`config.mk`:
```
export PLATFORM = sky130hd
export DESIGN_NAME = systolic_feeder
export DESIGN_NICKNAME = d
export VERILOG_FILES = /design/src/rtl/systolic_feeder.sv
export SDC_FILE = /design/constraint.sdc
export NUM_CORES = 1
export LEC_CHECK = 0
export CORE_ASPECT_RATIO = 1.2
export CORE_MARGIN = 2
export CORE_UTILIZATION = 45
export CTS_BUF_LIST = sky130_fd_sc_hd__clkbuf_2
export DETAILED_ROUTE_END_ITERATION = 16
export GPL_ROUTABILITY_DRIVEN = 1
export GPL_TIMING_DRIVEN = 0
export PLACE_DENSITY = 0.73
export REMOVE_ABC_BUFFERS = 1
export SLEW_MARGIN = 20
export SYNTH_ARGS = -nofsm -noshare
export SYNTH_HDL_FRONTEND = slang
export SYNTH_SLANG_ARGS = --single-unit
```
`constraint.sdc`:
```
create_clock -name clk -period 6.49 [get_ports clk]
set_input_delay 1.6225 -clock clk [delete_from_list [all_inputs] [get_ports clk]]
set_output_delay 1.6225 -clock clk [all_outputs]
set_load 0.01 [all_outputs]
```
`src/rtl/systolic_feeder.sv`:
```
// West/north-edge driver for a 2x2 systolic array. It loads a weight tile, pulses the
// shadow-to-active switch, streams row vectors with row 2 skewed by one cycle, and drains.
module systolic_feeder #(
  parameter int SYSTOLIC_ARRAY_WIDTH = 2,
  parameter int DATA_W               = 16,
  parameter int DRAIN_CYCLES         = 4
) (
  input  logic              clk,
  input  logic              rst,
  input  logic              start,
  input  logic [15:0]       num_rows,
  input  logic [DATA_W-1:0] w_in_1,
  input  logic [DATA_W-1:0] w_in_2,
  input  logic              w_valid,
  output logic              w_ready,
  input  logic [DATA_W-1:0] x_in_1,
  input  logic [DATA_W-1:0] x_in_2,
  input  logic              x_valid,
  output logic              x_ready,
  output logic [DATA_W-1:0] sys_data_in_1x,
  output logic [DATA_W-1:0] sys_data_in_2x,
  output logic              sys_start,
  output logic [DATA_W-1:0] sys_weight_in_x1,
  output logic [DATA_W-1:0] sys_weight_in_x2,
  output logic              sys_accept_w_1,
  output logic              sys_accept_w_2,
  output logic              sys_switch_in,
  output logic              busy,
  output logic              done
);

  typedef enum logic [2:0] {IDLE, LOAD_W, SWITCH, STREAM, DRAIN, FIN} state_t;

  state_t            state;
  state_t            next_state;
  logic [15:0]       rows_q;
  logic [15:0]       row_cnt;
  logic [15:0]       drain_cnt;
  logic [1:0]        w_cnt;
  logic [DATA_W-1:0] skew;
  logic              w_hs;
  logic              x_hs;
  logic              start_ok;
  logic              last_w;
  logic              last_x;
  logic              last_drain;

  if (SYSTOLIC_ARRAY_WIDTH != 2) begin : g_width_check
    $error("systolic_feeder supports only SYSTOLIC_ARRAY_WIDTH == 2");
  end
  if (DRAIN_CYCLES < 2 * SYSTOLIC_ARRAY_WIDTH) begin : g_drain_check
    $error("systolic_feeder needs DRAIN_CYCLES >= 2*SYSTOLIC_ARRAY_WIDTH");
  end

  assign w_hs       = w_valid & w_ready;
  assign x_hs       = x_valid & x_ready;
  // The done cycle is already IDLE; a start landing there is dropped.
  assign start_ok   = start & ~done;
  assign last_w     = w_hs && (w_cnt == 2'(SYSTOLIC_ARRAY_WIDTH - 1));
  assign last_x     = x_hs && ((row_cnt + 16'd1) == rows_q);
  assign last_drain = (drain_cnt == 16'(DRAIN_CYCLES - 1));

  always_comb begin
    next_state = state;
    case (state)
      IDLE:    if (start_ok) next_state = LOAD_W;
      LOAD_W:  if (last_w) next_state = SWITCH;
      SWITCH:  next_state = (rows_q == 16'd0) ? DRAIN : STREAM;
      STREAM:  if (last_x) next_state = DRAIN;
      DRAIN:   if (last_drain) next_state = FIN;
      FIN:     next_state = IDLE;
      default: next_state = IDLE;
    endcase
  end

  always_ff @(posedge clk or posedge rst) begin
    if (rst) state <= IDLE;
    else     state <= next_state;
  end

  always_ff @(posedge clk or posedge rst) begin
    if (rst) begin
      rows_q    <= '0;
      row_cnt   <= '0;
      drain_cnt <= '0;
      w_cnt     <= '0;
    end else if (state == IDLE) begin
      if (start_ok) begin
        rows_q    <= num_rows;
        row_cnt   <= '0;
        drain_cnt <= '0;
        w_cnt     <= '0;
      end
    end else begin
      if (w_hs)           w_cnt     <= w_cnt + 2'd1;
      if (x_hs)           row_cnt   <= row_cnt + 16'd1;
      if (state == DRAIN) drain_cnt <= drain_cnt + 16'd1;
    end
  end

  // Ready flags follow next_state so they are high exactly while in LOAD_W / STREAM.
  always_ff @(posedge clk or posedge rst) begin
    if (rst) begin
      w_ready          <= 1'b0;
      x_ready          <= 1'b0;
      sys_weight_in_x1 <= '0;
      sys_weight_in_x2 <= '0;
      sys_accept_w_1   <= 1'b0;
      sys_accept_w_2   <= 1'b0;
      sys_switch_in    <= 1'b0;
      sys_data_in_1x   <= '0;
      sys_start        <= 1'b0;
      skew             <= '0;
      sys_data_in_2x   <= '0;
      busy             <= 1'b0;
      done             <= 1'b0;
    end else begin
      w_ready        <= (next_state == LOAD_W);
      x_ready        <= (next_state == STREAM);
      sys_accept_w_1 <= w_hs;
      sys_accept_w_2 <= w_hs;
      if (w_hs) begin
        sys_weight_in_x1 <= w_in_1;
        sys_weight_in_x2 <= w_in_2;
      end
      sys_switch_in  <= (state == SWITCH);
      sys_start      <= x_hs;
      sys_data_in_1x <= x_hs ? x_in_1 : '0;
      skew           <= x_hs ? x_in_2 : '0;
      sys_data_in_2x <= skew;
      done           <= (state == FIN);
      busy           <= (next_state != IDLE) || (state == FIN);
    end
  end

endmodule
```
==> results of run 1 <==
==> final cells by class <==
class                   count  area [um^2]  share of cell area, %
flip-flops and latches    140         3503                  44.59
well taps                 164        205.2                  2.612
clock inverters            14        121.4                  1.545
multi-input cells         348         2273                  28.94
diodes                      1        2.502                0.03185
clock buffers              17        85.08                  1.083
repair buffers            160         1635                  20.82
inverters                   6        30.03                 0.3822
==> worst max path at each step <==
stage | cells after the start | startpoint | slack (ns) | endpoint
2_1_floorplan | 1 | rst | 1.11 | busy
3_3_place_gp | 2 | rst | -0.63 | drain_cnt[7]
3_5_place_dp | 6 | x_valid | 2.08 | row_cnt[7]
4_1_cts | 1 | x_ready | 2.56 | x_ready
5_1_grt | 1 | x_ready | 2.41 | x_ready
6_report | 1 | x_ready | 2.63 | x_ready
==> stage by stage <==
stage,std cells,hold WS (ns)
after global routing,850,0.3804
final,850,0.3720
after detailed placement,817,0.3347
after floorplan,494,0.3312
after global placement,814,0.3315
after CTS,848,0.3741
==> cell usage after synthesis (all sizes together), types with 2 or more instances <==
cell type | number | area (um^2)
mux2 | 33 | 371.6
clkbuf | 23 | 87.58
nor2b | 4 | 25.02
nor4 | 12 | 111.4
xor2 | 20 | 175.2
o21ai | 30 | 150.1
nor2 | 30 | 112.6
nand2 | 68 | 255.2
a211oi | 3 | 22.52
nand2b | 7 | 43.79
mux2i | 4 | 40.04
a21oi | 9 | 45.04
or3 | 3 | 20.02
nand3 | 20 | 125.1
xnor2 | 14 | 122.6
dfrtp | 140 | 3503
ha | 3 | 37.54
inv | 6 | 22.52
and4 | 2 | 17.52
o41ai | 2 | 17.52
nor3b | 2 | 15.01
and2 | 6 | 37.54
and3 | 37 | 232.7
nor3 | 3 | 15.01
a31oi | 3 | 18.77
o31ai | 4 | 30.03
nand4 | 13 | 87.58
buf | 9 | 52.55
and3b | 2 | 17.52
==> power breakdown <==
part	internal [mW]	switching [mW]	leakage, nW
clock network	0.135	0.323	0.116
registers	1.09	0.183	1.82
logic	0.543	0.435	1.63
==> cell families (layout without fill, tap and decap cells) <==
kind of cell,after synthesis,after routing,share of synthesized area [%]
AO/OA/AOI/OAI,63,63,6.658
XOR/XNOR,34,34,5.015
adder cells (fa/ha/maj),3,3,0.6322
buffers and inverters,38,197,2.739
flip-flops,140,140,59.00
multiplexers,37,37,6.932
other,0,1,0
AND/OR/NAND/NOR,211,211,19.03
==> sequential cells by signal (all words and copies together) (netlist names), 3 cells and up <==
signal and count:
row_cnt 16, rows_q 16, state 3, drain_cnt 16, skew 16, sys_weight_in_x2 16, sys_data_in_1x 16, sys_weight_in_x1 16
sys_data_in_2x 16
==> layer usage <==
layer | track usage [%] | vias up
li1 | - | 2115
met1 | 25.91 | 2216
met2 | 36.17 | 138
met3 | 6.693 | 36
met4 | 10.56 | 0
met5 | 0 | -
==> flow_summary.yaml, run 1 <==
timing:
  tightest_slew_ns: 0.9881
  hold_viol_final: 0
  setup_slack_ns: 2.631
  fin_crit_ns: 3.859
  grt_setup_unrepaired: "false"
  fin_skew_ns: 0.02333
  final-setup-viol-count: 0
  finalMaxSlewViolations: 0
  finalSetupTns_ns: 0
  period_share_pct: 59.46
  slew_headroom_pct: 33.89
  max_freq_mhz: 259.1
cts:
  ctsHoldBuffers: 0
  numCtsBuffers: 17
  clk_latency_ns: 0.66
  clockBufferDepth: 2
  path_clk_slew_ns: 0.20
  cts_tree: "built"
  h-tree-depth: 4
  cts_resized: 0
  root_buffer: "clkbuf_2"
  post_cts.repair.setup_buffers: 0
  cts.sinks: 140
drt:
  drc: 0
  highest_layer: "met4"
  drt-pass1-iter-count: 4
  vias: 4505
  wl_per_cell_um: 16.86
  wl_met1_um: 5465
  antenna_left: 0
  viasPerCell: 5.300
  wl_um: 14330
  dr_wl_met3_um: 846
  routed-wl-met2_um: 7475
  initialDrtViolationCount: 225
setup_path:
  cpMaxStageDelayCell: "dfrtp_1"
  cp-end-kind: "output port"
  r2r_setup_slack_ns: 3.56
  critPathKind: "flop to output port"
  reg2reg_depth: 7
  cp_cell_sequence: "clkdlybuf4s50_1"
  reg2reg_from: "state[1]"
  cp.buffers_inverters: 1
  r2r-end: "drain_cnt[8]"
  crit_family: "flip-flops"
  critPathMaxStageDelay_ns: 0.89
  crit_fanout: 34
  worstPathArrival_ns: 2.24
  cp.required_ns: 4.87
  critPathLaunchType: "flop"
layout:
  stdcell_area_um2: 7856
  fin_util_pct: 61.47
  drive_gt1_share_pct: 11.53
  n_fill_cell: 1019
  syn2layout_area_growth_pct: 32.30
  fin_nets: 761
  layout_commonest_cell: "clkdlybuf4s50_1"
  layout_common_cells: "clkdlybuf4s50_1 (156), dfrtp_1 (140), nand2_1 (68)"
global_routing:
  antenna_found_initial: 1
  grt_max_degree: 110
  grt_first_pass_wirelength_um: 23670
  grt_pass1_vias: 4728
  grt_usage_pct: 21.86
  gr-total-overflow: 0
min_path:
  hp-start: "skew[2]"
  hold_depth: 0
  hold_class: "flop to flop"
  holdPathEnd: "sys_data_in_2x[2]"
synthesis:
  ys_ff_latch: 140
  ys.flop_type: "dfrtp_1"
  yosysSeqAreaShare_pct: 59.00
  syn_area_per_cell_um2: 11.29
  syn_inst: 526
  synth_warnings: 0
  synth_cell_type_count: 51
  synth-edff-count: 0
  async_flop_share_pct: 100.0
  mappedNetlistArea_um2: 5938
power:
  leakagePower_nw: 3.574
  power.total_mw: 2.713
  p_per_area_nw_per_um2: 345.4
  ir_drop_uv: 217.6
floorplanning:
  die_w_um: 108.9
  start_util_pct: 46.46
  fp.coreArea_um2: 12780
  die_area_um2: 14130
  rows: 45
  die_h_um: 129.8
  ios: 157
place:
  dp_hpwl_um: 10290
  gp_congestion: 0.9048
  dpl-instance-area_um2: 7632
  portBuffers: 156
  dp_slack_ns: 2.084
flow_run:
  drv_cap: 0
outcome:
  outcome: "finished clean"
Note: power is estimated with default switching activity, not from simulation.
==> run 2, diff against run 1 <==
- PLACE_DENSITY: 0.73 -> 0.76
- clock period: 6.49 -> 3.4 ns (I/O delays scaled with it)
==> run 2 against run 1 <==
Effect of this change:
- worst hold slack worse by 0.014 ns
- clock-buffer cell count up 1
- non-clock buffer count down 3
- sequential cell count unchanged
- largest cell class unchanged
==> flow_summary.yaml, run 2 (synthesis gave the netlist of run 1 again) <==
layout:
  layout_common_cells: "clkdlybuf4s50_1 (156), dfrtp_1 (140), nand2_1 (68)"
  multi_input_area_um2: 2282
  drive_gt1_share_pct: 11.40
  n_fill_cell: 1044
  layout_commonest_cell: "clkdlybuf4s50_1"
  fin_nets: 759
  syn2layout_area_growth_pct: 32.76
  ff_latch_area_um2: 3503
  fin_util_pct: 61.68
timing:
  fin_crit_ns: 3.195
  hold_viol_final: 0
  worst_hold_slack_ns: 0.3580
  fin_skew_ns: 0.03158
  slew_headroom_pct: 40.73
  finalSetupTns_ns: 0
  max_freq_mhz: 313.0
  period_share_pct: 93.97
  final-setup-viol-count: 0
  tightest_slew_ns: 0.8858
  grt_setup_unrepaired: "false"
  finalMaxSlewViolations: 0
place:
  dp_hpwl_um: 10040
  gp_congestion: 0.9342
  portBuffers: 156
cts:
  cts_resized: 0
  cts_tree: "built"
  h-tree-depth: 4
  path_clk_slew_ns: 0.23
  root_buffer: "clkbuf_2"
  clk_latency_ns: 0.73
  numCtsBuffers: 17
  post_cts.repair.setup_buffers: 0
  clockBufferDepth: 2
  ctsHoldBuffers: 0
  cts.sinks: 140
setup_path:
  cpMaxStageDelayCell: "a211oi_1"
  worstPathArrival_ns: 3.81
  cp-end-kind: "flop"
  critPathKind: "flop to flop"
  crit_fanout: 13
  critPathMaxStageDelay_ns: 0.80
  cp.required_ns: 4.02
  cp_cell_sequence: "nor3_1 > nand3b_1 > a211oi_1 > nand4_1 > xor2_1 > nor2_1"
  critPathLaunchType: "flop"
global_routing:
  gr-total-overflow: 0
  grt_first_pass_wirelength_um: 23160
  antenna_found_initial: 1
  grt_pass1_vias: 4696
  grt_max_degree: 101
  grt_usage_pct: 21.71
outcome:
  outcome: "finished clean"
drt:
  antenna_left: 0
  vias: 4584
  initialDrtViolationCount: 310
  drc: 0
  viasPerCell: 5.399
  wl_per_cell_um: 16.86
  drt-pass1-iter-count: 8
  wl_um: 14320
power:
  p_per_area_nw_per_um2: 679.3
  power.total_mw: 5.356
  leakagePower_nw: 3.591
  ir_drop_uv: 431.6
min_path:
  hold_class: "flop to flop"
floorplanning:
  die_h_um: 129.8
  start_util_pct: 46.46
  rows: 45
  fp.coreArea_um2: 12780
  die_w_um: 108.9
  ios: 157
  die_area_um2: 14130
flow_run:
  drv_cap: 0
run 2: power breakdown:
group          switching (mW)  internal (mW)  leakage (nW)  total (mW)
clock network           0.652          0.430         0.156        1.08
logic                   0.820           1.01          1.61        1.83
registers               0.356           2.09          1.82        2.44
run 2: path summary, 6_finish.rpt:
path,from,endpoint,slack [ns],cells after the start
setup / recovery,state[1],drain_cnt[14],0.21,6
hold / removal,skew[8],sys_data_in_2x[8],0.36,0
setup reg to reg,state[1],drain_cnt[14],0.21,6
hold reg to reg,skew[8],sys_data_in_2x[8],0.36,0
max in group asynchronous,rst,drain_cnt[5],2.14,3
min in group asynchronous,rst,sys_weight_in_x1[0],0.47,2
run 2: final cells by class:
| cell class | instances | share of cell area, % |
|---|---|---|
| sequential | 140 | 44.44 |
| multi-input combinational | 349 | 28.95 |
| timing repair buffer | 157 | 20.16 |
| tap | 164 | 2.603 |
| clock inverter | 14 | 2.301 |
| clock buffer | 18 | 1.143 |
| inverter | 6 | 0.3809 |
| antenna | 1 | 0.03174 |
run 2: per-layer routing:
| layer | up-vias | global-route usage (%) | wire length, um |
|---|---|---|---|
| met1 | 2257 | 24.62 | 5345 |
| met4 | 0 | 10.48 | 455 |
| met2 | 169 | 37.16 | 7485 |
| met5 | - | 0 | 0 |
| met3 | 38 | 6.643 | 1030 |
| li1 | 2120 | - | - |
run 2: worst max-delay path, delay by kind of cell, from the launching register on:
| family | cells | cell delay, ns |
|---|---|---|
| and+or+nand+nor | 4 | 1.53 |
| AOI/OAI and AO/OA | 1 | 0.80 |
| DFF | 1 | 0.56 |
| xor gates and xnor gates | 1 | 0.19 |
run 2: per-stage QoR:
| step | instance area, um^2 | setup WS [ns] | std cells |
|---|---|---|---|
| after global placement | 7565 | -2.891 | 814 |
| after global routing | 7884 | 0.005174 | 849 |
| after floorplan | 5798 | -1.203 | 494 |
| after detailed placement | 7602 | -0.1777 | 815 |
| after CTS | 7881 | 0.1536 | 848 |
| final | 7884 | 0.2050 | 849 |
==> run 3, diff against run 2 <==
- TNS_END_PERCENT: default -> 10
==> results of run 3 <==
No change in the layout: final DEF, timing and power equal those of run 2.
